`config.mk`:
```
export PLATFORM = sky130hd
export DESIGN_NAME = control_unit
export DESIGN_NICKNAME = d
export VERILOG_FILES = /design/src/rtl/control_unit.sv
export SDC_FILE = /design/constraint.sdc
export NUM_CORES = 1
export LEC_CHECK = 0
export CAP_MARGIN = 20
export CORE_MARGIN = 2
export CORE_UTILIZATION = 43
export CTS_CLUSTER_SIZE = 20
export DETAILED_ROUTE_END_ITERATION = 7
export PLACE_DENSITY = 0.88
export RECOVER_POWER = 25
export SLEW_MARGIN = 20
export SYNTH_ARGS = -nofsm -noshare
export SYNTH_HDL_FRONTEND = slang
export SYNTH_SLANG_ARGS = --single-unit
```
`constraint.sdc`:
```
create_clock -name clk_i -period 2.48 [get_ports clk_i]
set_input_delay 0.496 -clock clk_i [delete_from_list [all_inputs] [get_ports clk_i]]
set_output_delay 0.496 -clock clk_i [all_outputs]
set_load 0.03 [all_outputs]
```
`src/rtl/control_unit.sv`:
```
`default_nettype none
// +-------------------------------------------------------------------------+
// | control_unit: multi-cycle FSM sequencer and ALU op decoder, 16-bit CPU  |
// | Revision: 1.0                                                           |
// +-------------------------------------------------------------------------+
module control_unit #(
  parameter logic [4:0] NOP_OP = 5'd10
) (
  input  logic        clk_i,
  input  logic        rst_i,
  input  logic [15:0] ir_i,
  input  logic        zero_i,
  input  logic        mem_ready_i,
  output logic [4:0]  alu_op_o,
  output logic        ir_write_o,
  output logic        pc_write_o,
  output logic [1:0]  pc_src_o,
  output logic        iord_o,
  output logic        mem_read_o,
  output logic        mem_write_o,
  output logic        reg_write_o,
  output logic        reg_src_o,
  output logic [1:0]  cwp_o,
  output logic        instr_done_o
);

  typedef enum logic [2:0] {
    S_FETCH  = 3'd0,
    S_DECODE = 3'd1,
    S_EXEC   = 3'd2,
    S_WB     = 3'd3,
    S_BR     = 3'd4,
    S_MEM_LD = 3'd5,
    S_MEM_ST = 3'd6
  } state_e;

  typedef enum logic [2:0] {
    K_NOP   = 3'd0,
    K_LOAD  = 3'd1,
    K_STORE = 3'd2,
    K_JUMP  = 3'd3,
    K_BRZ   = 3'd4,
    K_ALU   = 3'd5,
    K_WND   = 3'd6
  } kind_e;

  state_e      state_q;
  logic [1:0]  cwp_q;

  kind_e       dec_kind;
  logic [4:0]  dec_alu_op;
  logic [1:0]  dec_wnd;
  logic [3:0]  func;
  logic        unused_ir_bits;

  assign func           = ir_i[3:0];
  assign unused_ir_bits = ^ir_i[11:4];

  always_comb begin
    dec_kind   = K_NOP;
    dec_alu_op = NOP_OP;
    // func 7..10 maps to window 0..3: low two bits plus one, modulo 4
    dec_wnd    = ir_i[1:0] + 2'd1;
    case (ir_i[15:12])
      4'b0000: dec_kind = K_LOAD;
      4'b0001: dec_kind = K_STORE;
      4'b0010: dec_kind = K_JUMP;
      4'b0100: begin
        dec_kind   = K_BRZ;
        dec_alu_op = 5'd3;
      end
      4'b1000: begin
        if (func <= 4'd5) begin
          dec_kind   = K_ALU;
          dec_alu_op = {1'b0, func} + 5'd4;
        end else if (func >= 4'd7 && func <= 4'd10) begin
          dec_kind = K_WND;
        end
      end
      4'b1100, 4'b1101, 4'b1110, 4'b1111: begin
        dec_kind   = K_ALU;
        dec_alu_op = {1'b0, ir_i[15:12]} + 5'd3;
      end
      default: dec_kind = K_NOP;
    endcase
  end

  always_ff @(posedge clk_i or posedge rst_i) begin
    if (rst_i) begin
      state_q <= S_FETCH;
      cwp_q   <= 2'd0;
    end else begin
      case (state_q)
        S_FETCH: begin
          if (mem_ready_i) state_q <= S_DECODE;
        end
        S_DECODE: begin
          case (dec_kind)
            K_LOAD:  state_q <= S_MEM_LD;
            K_STORE: state_q <= S_MEM_ST;
            K_ALU,
            K_BRZ:   state_q <= S_EXEC;
            K_WND: begin
              cwp_q   <= dec_wnd;
              state_q <= S_FETCH;
            end
            default: state_q <= S_FETCH;
          endcase
        end
        S_EXEC:   state_q <= (dec_kind == K_BRZ) ? S_BR : S_WB;
        S_WB:     state_q <= S_FETCH;
        S_BR:     state_q <= S_FETCH;
        S_MEM_LD: begin
          if (mem_ready_i) state_q <= S_FETCH;
        end
        S_MEM_ST: begin
          if (mem_ready_i) state_q <= S_FETCH;
        end
        default:  state_q <= S_FETCH;
      endcase
    end
  end

  // Reset gates every strobe combinationally so an aborted write dies immediately
  always_comb begin
    alu_op_o     = NOP_OP;
    ir_write_o   = 1'b0;
    pc_write_o   = 1'b0;
    pc_src_o     = 2'd0;
    iord_o       = 1'b0;
    mem_read_o   = 1'b0;
    mem_write_o  = 1'b0;
    reg_write_o  = 1'b0;
    reg_src_o    = 1'b0;
    instr_done_o = 1'b0;
    if (!rst_i) begin
      case (state_q)
        S_FETCH: begin
          mem_read_o = 1'b1;
          if (mem_ready_i) begin
            ir_write_o = 1'b1;
            pc_write_o = 1'b1;
          end
        end
        S_DECODE: begin
          case (dec_kind)
            K_JUMP: begin
              pc_write_o   = 1'b1;
              pc_src_o     = 2'd1;
              instr_done_o = 1'b1;
            end
            K_NOP, K_WND: instr_done_o = 1'b1;
            default: instr_done_o = 1'b0;
          endcase
        end
        S_EXEC: alu_op_o = dec_alu_op;
        S_WB: begin
          reg_write_o  = 1'b1;
          instr_done_o = 1'b1;
        end
        S_BR: begin
          if (zero_i) begin
            pc_write_o = 1'b1;
            pc_src_o   = 2'd2;
          end
          instr_done_o = 1'b1;
        end
        S_MEM_LD: begin
          mem_read_o = 1'b1;
          iord_o     = 1'b1;
          if (mem_ready_i) begin
            reg_write_o  = 1'b1;
            reg_src_o    = 1'b1;
            instr_done_o = 1'b1;
          end
        end
        S_MEM_ST: begin
          mem_write_o = 1'b1;
          iord_o      = 1'b1;
          if (mem_ready_i) instr_done_o = 1'b1;
        end
        default: alu_op_o = NOP_OP;
      endcase
    end
  end

  assign cwp_o = cwp_q;

endmodule
`default_nettype wire

```
==> impl_metrics.py <==
metrics = {
    "route": {
        "wl_per_cell_um": 20.8,
        "routed_wl_mm": 4.35,
        "dr_total_vias": 1293,
        "viasPerCell": 6.19,
        "drc": 0,
        "drtIter0Drc": 79,
        "dr.pass1.iters": 4,
        "postRouteAntennaNets": 0,
    },
    "outcome": {
        "status": "complete, but fails checks",
        "violations": "setup timing",
    },
    "placed_design": {
        "hpwl_mm": 2.28,
        "place_congestion": 0.854,
        "port_buffers": 28,
        "placed_area_um2": 1460,
        "pre_cts_slack_ps": -996,
    },
    "global_routing": {
        "grt_pass1_wl_mm": 6.33,
        "first_global_vias": 1263,
        "use_met2_pct": 57.8,
        "antenna_found_initial": 0,
        "grt-busiest-layer": "met2",
        "use_met3_pct": 2.12,
        "use_met1_pct": 43.3,
        "grt_util_all_layers_pct": 33.5,
        "overflow": 0,
        "grt_max_degree": 15,
    },
    "floorplan": {
        "core_um2": 1960,
        "die-area_um2": 2480,
        "fp.dieH_um": 49.8,
        "io_pins": 37,
        "fp-row-count": 16,
        "start_util_pct": 46.0,
        "dieWidth_um": 49.8,
    },
    "timing": {
        "tightest_slew_ps": 418,
        "setup_viol": 7,
        "slew_viol_final": 0,
        "relSlewSlack_pct": 72.1,
        "timing.hold.ws_ps": 514,
        "final_hold_viol_count": 0,
        "fmax_mhz": 356,
        "finalSetupTns_ps": -1300,
        "finClkSkew_ps": 2.03,
        "fin_ws_ps": -327,
        "min_period_over_period_pct": 113,
        "rsz0062_at_grt": "yes",
        "fin_crit_ps": 2810,
    },
    "worst_setup_path": {
        "setup.worst_path.start_class": "input port",
        "critical_path.max_fanout": 3,
        "cp_data_arrival_time_ps": 2310,
        "critPathKind": "input port to primary output",
        "required_ps": 1980,
        "end_kind": "primary output",
    },
    "min_path": {
        "min_path_type": "flip-flop to flip-flop",
    },
    "clock_tree": {
        "clockBufferDepth": 2,
        "tritoncts": "yes",
        "root_buffer": "clkbuf_4",
        "htree_levels": 1,
        "clock_sinks": 5,
        "cts_made_buffers": 3,
        "cts.clk_slew.worst_paths_ps": 40,
        "clk_latency_ps": 240,
    },
    "yosys": {
        "postSynthAreaPerCell_um2": 8.05,
        "synth-seq-area-share_pct": 13.9,
        "synth.distinct_cells": 50,
        "synthesis.area_um2": 902,
        "synth_fp_nets": 140,
        "synth_cells": 112,
        "synth-seq-cells": 5,
        "yosysWarningCount": 0,
    },
    "power": {
        "power_density_nw_per_um2": 521,
        "static-leakage-power_uw": 0.000820,
        "power_uw": 917,
        "peakVddDrop_mv": 0.562,
    },
    "finish": {
        "diodes": 0,
        "area_delta_synth_final_pct": 95.3,
        "final_cell_area_um2": 1760,
        "drive_above_1_share_pct": 55.5,
        "nNetsFinal": 211,
    },
    "flow_run": {
        "drv_cap": 0,
    },
}
[cells by family after synthesis]
group                    count (synthesis)  synth area share, %
buffers and inverters                   14                 9.01
XOR/XNOR                                 1                0.971
AND/OR/NAND/NOR                         48                 31.1
multiplexers                             4                 4.72
flip-flops                               5                 13.9
adder cells (fa/ha/maj)                  9                 12.2
AO/OA/AOI/OAI                           31                 28.2
[path summary, 6_finish.rpt]
path / end / start / cells after the start / slack [ps]
max in group asynchronous: state_q[1]$_DFFE_PP0P_ / rst_i / 3 / 1420
setup / recovery: pc_src_o[0] / ir_i[12] / 10 / -330
hold / removal: cwp_o[0]$_DFFE_PP0P_ / cwp_o[0]$_DFFE_PP0P_ / 1 / 510
setup reg to reg: state_q[0]$_DFFE_PP0P_ / state_q[0]$_DFFE_PP0P_ / 7 / 570
hold reg to reg: cwp_o[0]$_DFFE_PP0P_ / cwp_o[0]$_DFFE_PP0P_ / 1 / 510
min in group asynchronous: cwp_o[1]$_DFFE_PP0P_ / rst_i / 3 / 800
[layout by cell type, fill, tap and decap left out, types with 4 or more instances in the layout]
cell type | synthesis | layout
clkdlybuf4s50_1 | 0 | 4
buf_6 | 1 | 14
inv_1 | 9 | 5
ha_1 | 8 | 4
nand3_1 | 4 | 4
nor2_1 | 11 | 7
nand2_1 | 7 | 7
dfrtp_1 | 5 | 5
o21ai_0 | 5 | 5
buf_4 | 0 | 42
[routing by layer]
layer | part of all wire (%) | wire length (um) | vias to the layer above
met5 | 0 | 0 | -
met4 | 2.6 | 112 | 0
met3 | 8.8 | 384 | 16
met2 | 49 | 2140 | 97
met1 | 39 | 1710 | 613
li1 | - | - | 567
[Yosys cell counts (all sizes together)]
| library cell | n | area [um2] |
|---|---|---|
| a211o | 2 | 18.8 |
| a21oi | 3 | 15.0 |
| a31o | 1 | 8.76 |
| a31oi | 3 | 25.0 |
| a32oi | 1 | 8.76 |
| and3 | 3 | 18.8 |
| and3b | 1 | 8.76 |
| and4 | 2 | 18.8 |
| buf | 1 | 11.3 |
| clkbuf | 4 | 36.3 |
| dfrtp | 5 | 125 |
| ha | 8 | 100 |
| inv | 9 | 33.8 |
| maj3 | 1 | 10.0 |
| mux2 | 2 | 22.5 |
| mux2i | 2 | 20.0 |
| nand2 | 7 | 26.3 |
| nand2b | 2 | 12.5 |
| nand3 | 5 | 30.0 |
| nand3b | 1 | 7.51 |
| nor2 | 11 | 41.3 |
| nor2b | 4 | 25.0 |
| nor3 | 5 | 36.3 |
| nor3b | 1 | 12.5 |
| nor4 | 3 | 18.8 |
| o2111ai | 2 | 23.8 |
| o211ai | 1 | 12.5 |
| o21a | 1 | 7.51 |
| o21ai | 6 | 30.0 |
| o21bai | 2 | 15.0 |
| o221ai | 1 | 8.76 |
| o22a | 1 | 8.76 |
| o22ai | 1 | 6.26 |
| o2bb2ai | 2 | 17.5 |
| o311ai | 1 | 8.76 |
| o31ai | 1 | 12.5 |
| o32a | 1 | 10.0 |
| o41ai | 1 | 16.3 |
| or2 | 2 | 12.5 |
| or4 | 1 | 11.3 |
| xor2 | 1 | 8.76 |
[registers in the layout, summed over array words and instances (netlist names)]
| name | flops |
|---|---|
| state_q | 3 |
| cwp_o | 2 |
[layout make-up]
class                           count  area [um2]
Timing Repair Buffer               71         628
Clock buffer                        4        26.3
Inverter                            9        58.8
Multi-Input combinational cell     93         890
Tap cell                           27        33.8
Fill cell                          89         200
Sequential cell                     5         125
[where the power goes]
part / switching [uW] / leakage (uW) / internal [uW]
Combinational: 413 / 0.000739 / 283
Sequential: 18.5 / 0.0000664 / 108
Clock: 33.3 / 0.0000150 / 60.8
Total: 465 / 0.000820 / 452
[metrics by stage]
step           cells  util (%)
2_1_floorplan    112         -
6_report         209      89.8
3_5_place_dp     193      74.4
3_3_place_gp     193      74.4
4_1_cts          207      85.3
5_1_grt          209      89.8
[critical path: stages]
cell and delay [ps]:
buf_12 110, buf_6 110, ha_4 150, or4_4 570
o211ai_4 110, buf_6 140, o2111ai_4 120, buf_6 170
nor3_4 180, buf_6 160
[repair_timing]
| action | in CTS | in global routing |
|---|---|---|
| gates resized for setup | 60 | 27 |
| hold buffers | 0 | 0 |
| pin swaps | 14 | 7 |
| setup buffers | 10 | 4 |
| setup endpoints to repair | 10 | 9 |
Note: power is estimated with default switching activity, not from simulation.
